**src/rtl/dlsc_uart_tx_arbiter.sv**
```systemverilog
`default_nettype none
// ============================================================================
//  Module      : dlsc_uart_tx_arbiter
//  Description : Round-robin arbiter that shares one UART transmit FIFO push
//                interface among REQUESTERS packet sources. A grant is held
//                for a whole packet (until the byte flagged last). A stall
//                timeout reclaims the grant from a source that goes quiet
//                mid-packet.
//                Optional macro DLSC_UART_ARB_GAP_EN inserts GAP idle cycles
//                after every completed packet.
//  Revision    : 1.0 - initial release
// ============================================================================
module dlsc_uart_tx_arbiter #(
    parameter int REQUESTERS = 2,
    parameter int DATA       = 8,
    parameter int TIMEOUT    = 1024,
    parameter int GAP        = 16
) (
    input  logic                       clk,
    input  logic                       rst_n,
    input  logic [REQUESTERS-1:0]      in_valid,
    input  logic [REQUESTERS*DATA-1:0] in_data,
    input  logic [REQUESTERS-1:0]      in_last,
    output logic [REQUESTERS-1:0]      in_ready,
    output logic                       tx_push,
    output logic [DATA-1:0]            tx_data,
    input  logic                       tx_full,
    output logic [REQUESTERS-1:0]      grant,
    output logic                       busy,
    output logic                       timeout_err,
    output logic [3:0]                 timeout_id
);

    localparam int c_IDX_W = (REQUESTERS > 1) ? $clog2(REQUESTERS) : 1;
    localparam int c_CNT_W = (TIMEOUT > 0) ? $clog2(TIMEOUT + 1) : 1;
    localparam logic [c_CNT_W-1:0] c_CNT_LAST = (TIMEOUT > 0) ? c_CNT_W'(TIMEOUT - 1) : '0;
    localparam logic [c_CNT_W-1:0] c_CNT_MAX  = '1;
    localparam logic [c_IDX_W-1:0] c_PTR_INIT = c_IDX_W'(REQUESTERS - 1);

`ifdef DLSC_UART_ARB_GAP_EN
    localparam int c_GAP_W = (GAP > 1) ? $clog2(GAP) : 1;
    localparam logic [c_GAP_W-1:0] c_GAP_LAST = (GAP > 0) ? c_GAP_W'(GAP - 1) : '0;
`endif

    // Elaboration-time sanity check of the configuration
    generate
        if (REQUESTERS < 2 || REQUESTERS > 16 || DATA < 1 || TIMEOUT < 0 || GAP < 0) begin : g_param_check
            $error("dlsc_uart_tx_arbiter: illegal parameter value");
        end
    endgenerate

    typedef enum logic [1:0] {
        S_IDLE  = 2'd0,
`ifdef DLSC_UART_ARB_GAP_EN
        S_GAP   = 2'd2,
`endif
        S_GRANT = 2'd1
    } state_t;

    state_t                r_state;
    logic [c_IDX_W-1:0]    r_ptr;
    logic [c_IDX_W-1:0]    r_owner;
    logic [REQUESTERS-1:0] r_grant;
    logic                  r_busy;
    logic                  r_terr;
    logic [3:0]            r_tid;
    logic [c_CNT_W-1:0]    r_cnt;
`ifdef DLSC_UART_ARB_GAP_EN
    logic [c_GAP_W-1:0]    r_gcnt;
`endif

    logic                  w_found;
    logic [c_IDX_W-1:0]    w_sel;
    logic [c_IDX_W-1:0]    w_cand;
    logic                  w_in_grant;
    logic                  w_own_valid;
    logic                  w_own_last;
    logic                  w_xfer;
    logic                  w_starved;
    logic                  w_expire;
    logic                  w_done;

    // Round-robin search: first valid requester after the pointer, wrapping
    always_comb begin
        w_found = 1'b0;
        w_sel   = '0;
        w_cand  = '0;
        for (int k = 1; k <= REQUESTERS; k++) begin
            w_cand = c_IDX_W'((int'(r_ptr) + k) % REQUESTERS);
            if (!w_found && in_valid[w_cand]) begin
                w_found = 1'b1;
                w_sel   = w_cand;
            end
        end
    end

    // Owner-side datapath; only the owner ever sees ready, zero latency to the FIFO
    always_comb begin
        w_in_grant  = (r_state == S_GRANT);
        w_own_valid = in_valid[r_owner];
        w_own_last  = in_last[r_owner];
        w_xfer      = w_in_grant && w_own_valid && !tx_full;
        w_starved   = w_in_grant && !w_own_valid;
        w_expire    = w_starved && (TIMEOUT != 0) && (r_cnt == c_CNT_LAST);
        w_done      = (w_xfer && w_own_last) || w_expire;
        in_ready    = (w_in_grant && !tx_full) ? r_grant : '0;
        tx_push     = w_xfer;
        tx_data     = in_data[int'(r_owner)*DATA +: DATA];
    end

    // Arbitration state machine with registered grant, status and stall counter
    always_ff @(posedge clk) begin
        if (!rst_n) begin
            r_state <= S_IDLE;
            r_ptr   <= c_PTR_INIT;
            r_owner <= '0;
            r_grant <= '0;
            r_busy  <= 1'b0;
            r_terr  <= 1'b0;
            r_tid   <= '0;
            r_cnt   <= '0;
`ifdef DLSC_UART_ARB_GAP_EN
            r_gcnt  <= '0;
`endif
        end else begin
            r_terr <= 1'b0;
            case (r_state)
                S_IDLE: begin
                    if (w_found) begin
                        r_state <= S_GRANT;
                        r_grant <= REQUESTERS'(1) << w_sel;
                        r_owner <= w_sel;
                        r_ptr   <= w_sel;
                        r_busy  <= 1'b1;
                        r_cnt   <= '0;
                    end
                end
                S_GRANT: begin
                    // Stall counter only advances while the owner has nothing to send;
                    // back-pressure from a full FIFO is not the owner's fault.
                    if (w_xfer) begin
                        r_cnt <= '0;
                    end else if (w_starved && (TIMEOUT != 0) && (r_cnt != c_CNT_MAX)) begin
                        r_cnt <= r_cnt + 1'b1;
                    end
                    if (w_expire) begin
                        r_terr <= 1'b1;
                        r_tid  <= 4'(r_owner);
                    end
                    if (w_done) begin
                        r_grant <= '0;
`ifdef DLSC_UART_ARB_GAP_EN
                        if (GAP > 0) begin
                            r_state <= S_GAP;
                            r_gcnt  <= '0;
                        end else begin
                            r_state <= S_IDLE;
                            r_busy  <= 1'b0;
                        end
`else
                        r_state <= S_IDLE;
                        r_busy  <= 1'b0;
`endif
                    end
                end
`ifdef DLSC_UART_ARB_GAP_EN
                S_GAP: begin
                    if (r_gcnt == c_GAP_LAST) begin
                        r_state <= S_IDLE;
                        r_busy  <= 1'b0;
                    end else begin
                        r_gcnt <= r_gcnt + 1'b1;
                    end
                end
`endif
                default: begin
                    r_state <= S_IDLE;
                    r_grant <= '0;
                    r_busy  <= 1'b0;
                end
            endcase
        end
    end

    assign grant       = r_grant;
    assign busy        = r_busy;
    assign timeout_err = r_terr;
    assign timeout_id  = r_tid;

endmodule
`default_nettype wire

```
**config.mk**
```make
export PLATFORM = sky130hd
export DESIGN_NAME = dlsc_uart_tx_arbiter
export DESIGN_NICKNAME = d
export VERILOG_FILES = /design/src/rtl/dlsc_uart_tx_arbiter.sv
export SDC_FILE = /design/constraint.sdc
export NUM_CORES = 1
export LEC_CHECK = 0
export BUFFER_PORTS_ARGS = -buffer_cell sky130_fd_sc_hd__buf_2
export CORE_ASPECT_RATIO = 1.25
export CORE_MARGIN = 4
export CORE_UTILIZATION = 34
export DETAILED_ROUTE_END_ITERATION = 7
export PLACE_DENSITY = 0.61
export SYNTH_ARGS = -nofsm -noshare
export SYNTH_HDL_FRONTEND = slang
export SYNTH_SLANG_ARGS = --single-unit
```
**constraint.sdc**
```tcl
create_clock -name clk -period 1.7 [get_ports clk]
set_input_delay 0.34 -clock clk [delete_from_list [all_inputs] [get_ports clk]]
set_output_delay 0.34 -clock clk [all_outputs]
set_load 0.05 [all_outputs]
```
==> impl_metrics.toml <==
[grt]
first_global_vias = 1135
grt.overflow.total = 0
grt_start_max_net_pins = 16
global_route_wire_length_before_repair_um = 5070
groute.usage.overall_pct = 15.5
antenna_found_initial = 0

[pwr]
p_per_area_nw_per_um2 = 716
peakVddDrop_uv = 539
power_leakage_nw = 0.688

[timing]
report.final.hold_viol_count = 0
max_freq_mhz = 593
fin_skew_ps = 1.03
final_min_period_over_clock_period_pct = 99.2
rsz_0062_raised_after_global_routing = "yes"
final.setup.tns_ps = 0
number_of_slew_limit_violations_in_the_final_report = 0
timing.final.crit_period_ps = 1690
finalSetupViolations = 0
timing.hold.ws_ps = 330

[layout]
layout.cells.non_filler = 223
finish.utilization_pct = 53.5
proportion_of_layout_cells_with_a_drive_suffix_above_1_pct = 43.9
fin_nets = 212
nFillCells = 261
n_antenna_cell = 0
leading_cell_type_in_the_layout_fill_and_taps_excluded = "buf_2"
finish.instance_area_sq_um = 1580
area_delta_synth_final_pct = 49.8
layout.cells.most_common_list = "buf_2 (29), buf_4 (18), nor2_1 (14), dfxtp_1 (14), o21ai_0 (12)"

[worst_setup_path]
timing.critical_path.fanout_max = 3
critical_path.most_common_cell = "buf_6"
timing.critical_path.cells = "mux2i_4 -> buf_6 -> nor3b_4 -> buf_6"
critPathArrivalTime_ps = 1350
max_stage_delay_ps = 380
critPathCaptureType = "output pin"
timing_worst_setup_path_type = "reg -> out"
crit_family = "flip-flops"
required_time_worst_endpoint_ps = 1360
worstSetupStartpointType = "flip-flop"
cp_num_buf_inv = 2
worst_path_max_delay_cell = "dfxtp_4"

[routing]
overall_via_count_from_detail_route = 1200
detail_route.iter0.violations = 52
drt-pass1-iter-count = 4
wl_um = 3140
wl_per_cell_um = 14.1
via_per_inst = 5.38
ant_nets = 0
remaining_drc_errors = 0

[run_status]
outcome = "finished, final reports clean"

[clocking]
clk_transition_reported_paths_ps = 100
root_buffer = "clkbuf_4"
insertion_delay_ps = 300
tritoncts.num_buffers = 3
hold_buffers = 0
deepest_level_of_the_cts_h_tree = 1
cts_tree = "yes"
max-clock-path-buffers = 2
clock_sink_count = 18

[floorplanning]
core_region_area_sq_um = 2950
pin_count = 42
die_x_um = 57.8
die-height_um = 70.2
floorplan.die_area_sq_um = 4050
core.rowCount = 22
initial_core_util_pct = 35.7

[hold_path]
worstHoldPathType = "in -> reg"

[synthesis]
yosys_cell_types = 37
synth.yosys.seq_area_share_pct = 34.2
yosys_register_bits = 18
synth_area_per_cell_sq_um = 8.03
synthesis.instances = 131
synthesis.area_sq_um = 1050
ys.warnings.count = 0

[place]
dpl-instance-area_sq_um = 1430
placed_cells_incl_taps = 216
final_hpwl_dp_um = 2390
routabilityCongestion = 0.775
io_buf_count = 38

[run]
drv_cap = 0
[per-stage QoR]
stage                     power, W  setup slack, ps
after global placement    0.000823             51.7
after CTS                  0.00113            -22.1
after floorplan           0.000723            -7.71
final                      0.00113             13.8
after global routing       0.00119            -37.2
after detailed placement  0.000829             20.9
[synthesized netlist by cell type]
| cell | number | area share (%) |
|---|---|---|
| ha_1 | 1 | 1.2 |
| nor2_1 | 14 | 5.0 |
| buf_4 | 3 | 2.1 |
| mux2_2 | 8 | 8.6 |
| buf_2 | 1 | 0.48 |
| a21oi_1 | 6 | 2.9 |
| mux2i_2 | 1 | 1.3 |
| o221ai_1 | 1 | 0.83 |
| nand4b_1 | 1 | 0.83 |
| a41oi_1 | 1 | 0.83 |
| o31ai_1 | 2 | 1.4 |
| o2bb2ai_1 | 1 | 0.83 |
| nand2_1 | 11 | 3.9 |
| o21bai_1 | 2 | 1.4 |
| nor3b_1 | 1 | 0.71 |
| nand4_1 | 2 | 1.2 |
| and3b_1 | 2 | 1.7 |
| nor2b_1 | 2 | 1.2 |
| nor3_1 | 2 | 0.95 |
| buf_1 | 1 | 0.36 |
| clkbuf_1 | 3 | 1.1 |
| dfxtp_1 | 18 | 34 |
| a32o_1 | 2 | 1.9 |
| o21ai_0 | 13 | 6.2 |
| o22ai_1 | 2 | 1.2 |
| o41ai_1 | 2 | 1.7 |
| inv_1 | 3 | 1.1 |
| xnor2_1 | 1 | 0.83 |
| or3_4 | 1 | 1.1 |
| a22o_1 | 1 | 0.83 |
| and4_1 | 2 | 1.7 |
| conb_1 | 1 | 0.36 |
| nand2b_1 | 2 | 1.2 |
| nand3b_1 | 1 | 0.71 |
| and3_1 | 5 | 3.0 |
| and2_0 | 1 | 0.59 |
| nand3_1 | 10 | 4.8 |
[final timing paths]
check	from	end	slack (ps)	cells past startpoint
worst max-delay path	r_owner$_SDFFE_PN0P_	tx_push	10	4
worst min-delay path	rst_n	r_ptr$_SDFFE_PN1P_	330	2
worst max register to register	r_cnt[1]$_SDFFE_PN0P_	grant[1]$_SDFFE_PN0P_	60	6
worst min register to register	timeout_id[0]$_SDFFE_PN0P_	timeout_id[0]$_SDFFE_PN0P_	480	2
[cell families after synthesis]
logic type | count (synthesis) | share of synthesized area, %
compound gates | 33 | 20.0
xor+xnor | 1 | 0.832
flops | 18 | 34.2
other cells | 1 | 0.356
simple gates | 57 | 28.4
fa+ha+maj | 1 | 1.19
buf+inv | 11 | 5.11
mux | 9 | 9.87
[metal layers]
layer / vias up / GRT usage [%] / routed length [um]
li1: 591 / - / -
met2: 57 / 27.1 / 1560
met5: - / 0 / 0
met4: 0 / 6.19 / 30
met1: 548 / 17.2 / 1210
met3: 4 / 4.44 / 335
[flip-flops by register name, indices dropped and copies added (netlist names)]
name	count
r_cnt	11
grant	2
busy	1
r_owner	1
r_ptr	1
timeout_err	1
timeout_id	1
[worst reg2reg max path: stages (launching register included)]
cell and delay (ps):
dfxtp_4 370, ha_4 130, and3_4 220, nand3_2 90, or3_4 350, a22o_1 190, a32o_1 190
[final cells by class]
type	instances	area [sq um]	area share, %
clock buffers	4	36.3	2.30
inverters	3	11.3	0.714
multi-input cells	104	703	44.6
flip-flops and latches	18	373	23.7
well taps	36	45.0	2.86
repair buffers	58	408	25.9
[power by group]
part / switching (W) / internal, W / total (W)
Clock: 0.000138 / 0.000131 / 0.000269
Sequential: 0.0000250 / 0.000438 / 0.000463
Combinational: 0.000239 / 0.000159 / 0.000397
[repair_timing]
item	in CTS	in global routing
gates resized for setup	22	7
setup buffers	0	3
setup endpoints to repair	9	16
endpoints found under the hold margin	0	0
pin swaps	1	2
(Power assumes the default switching activity.)
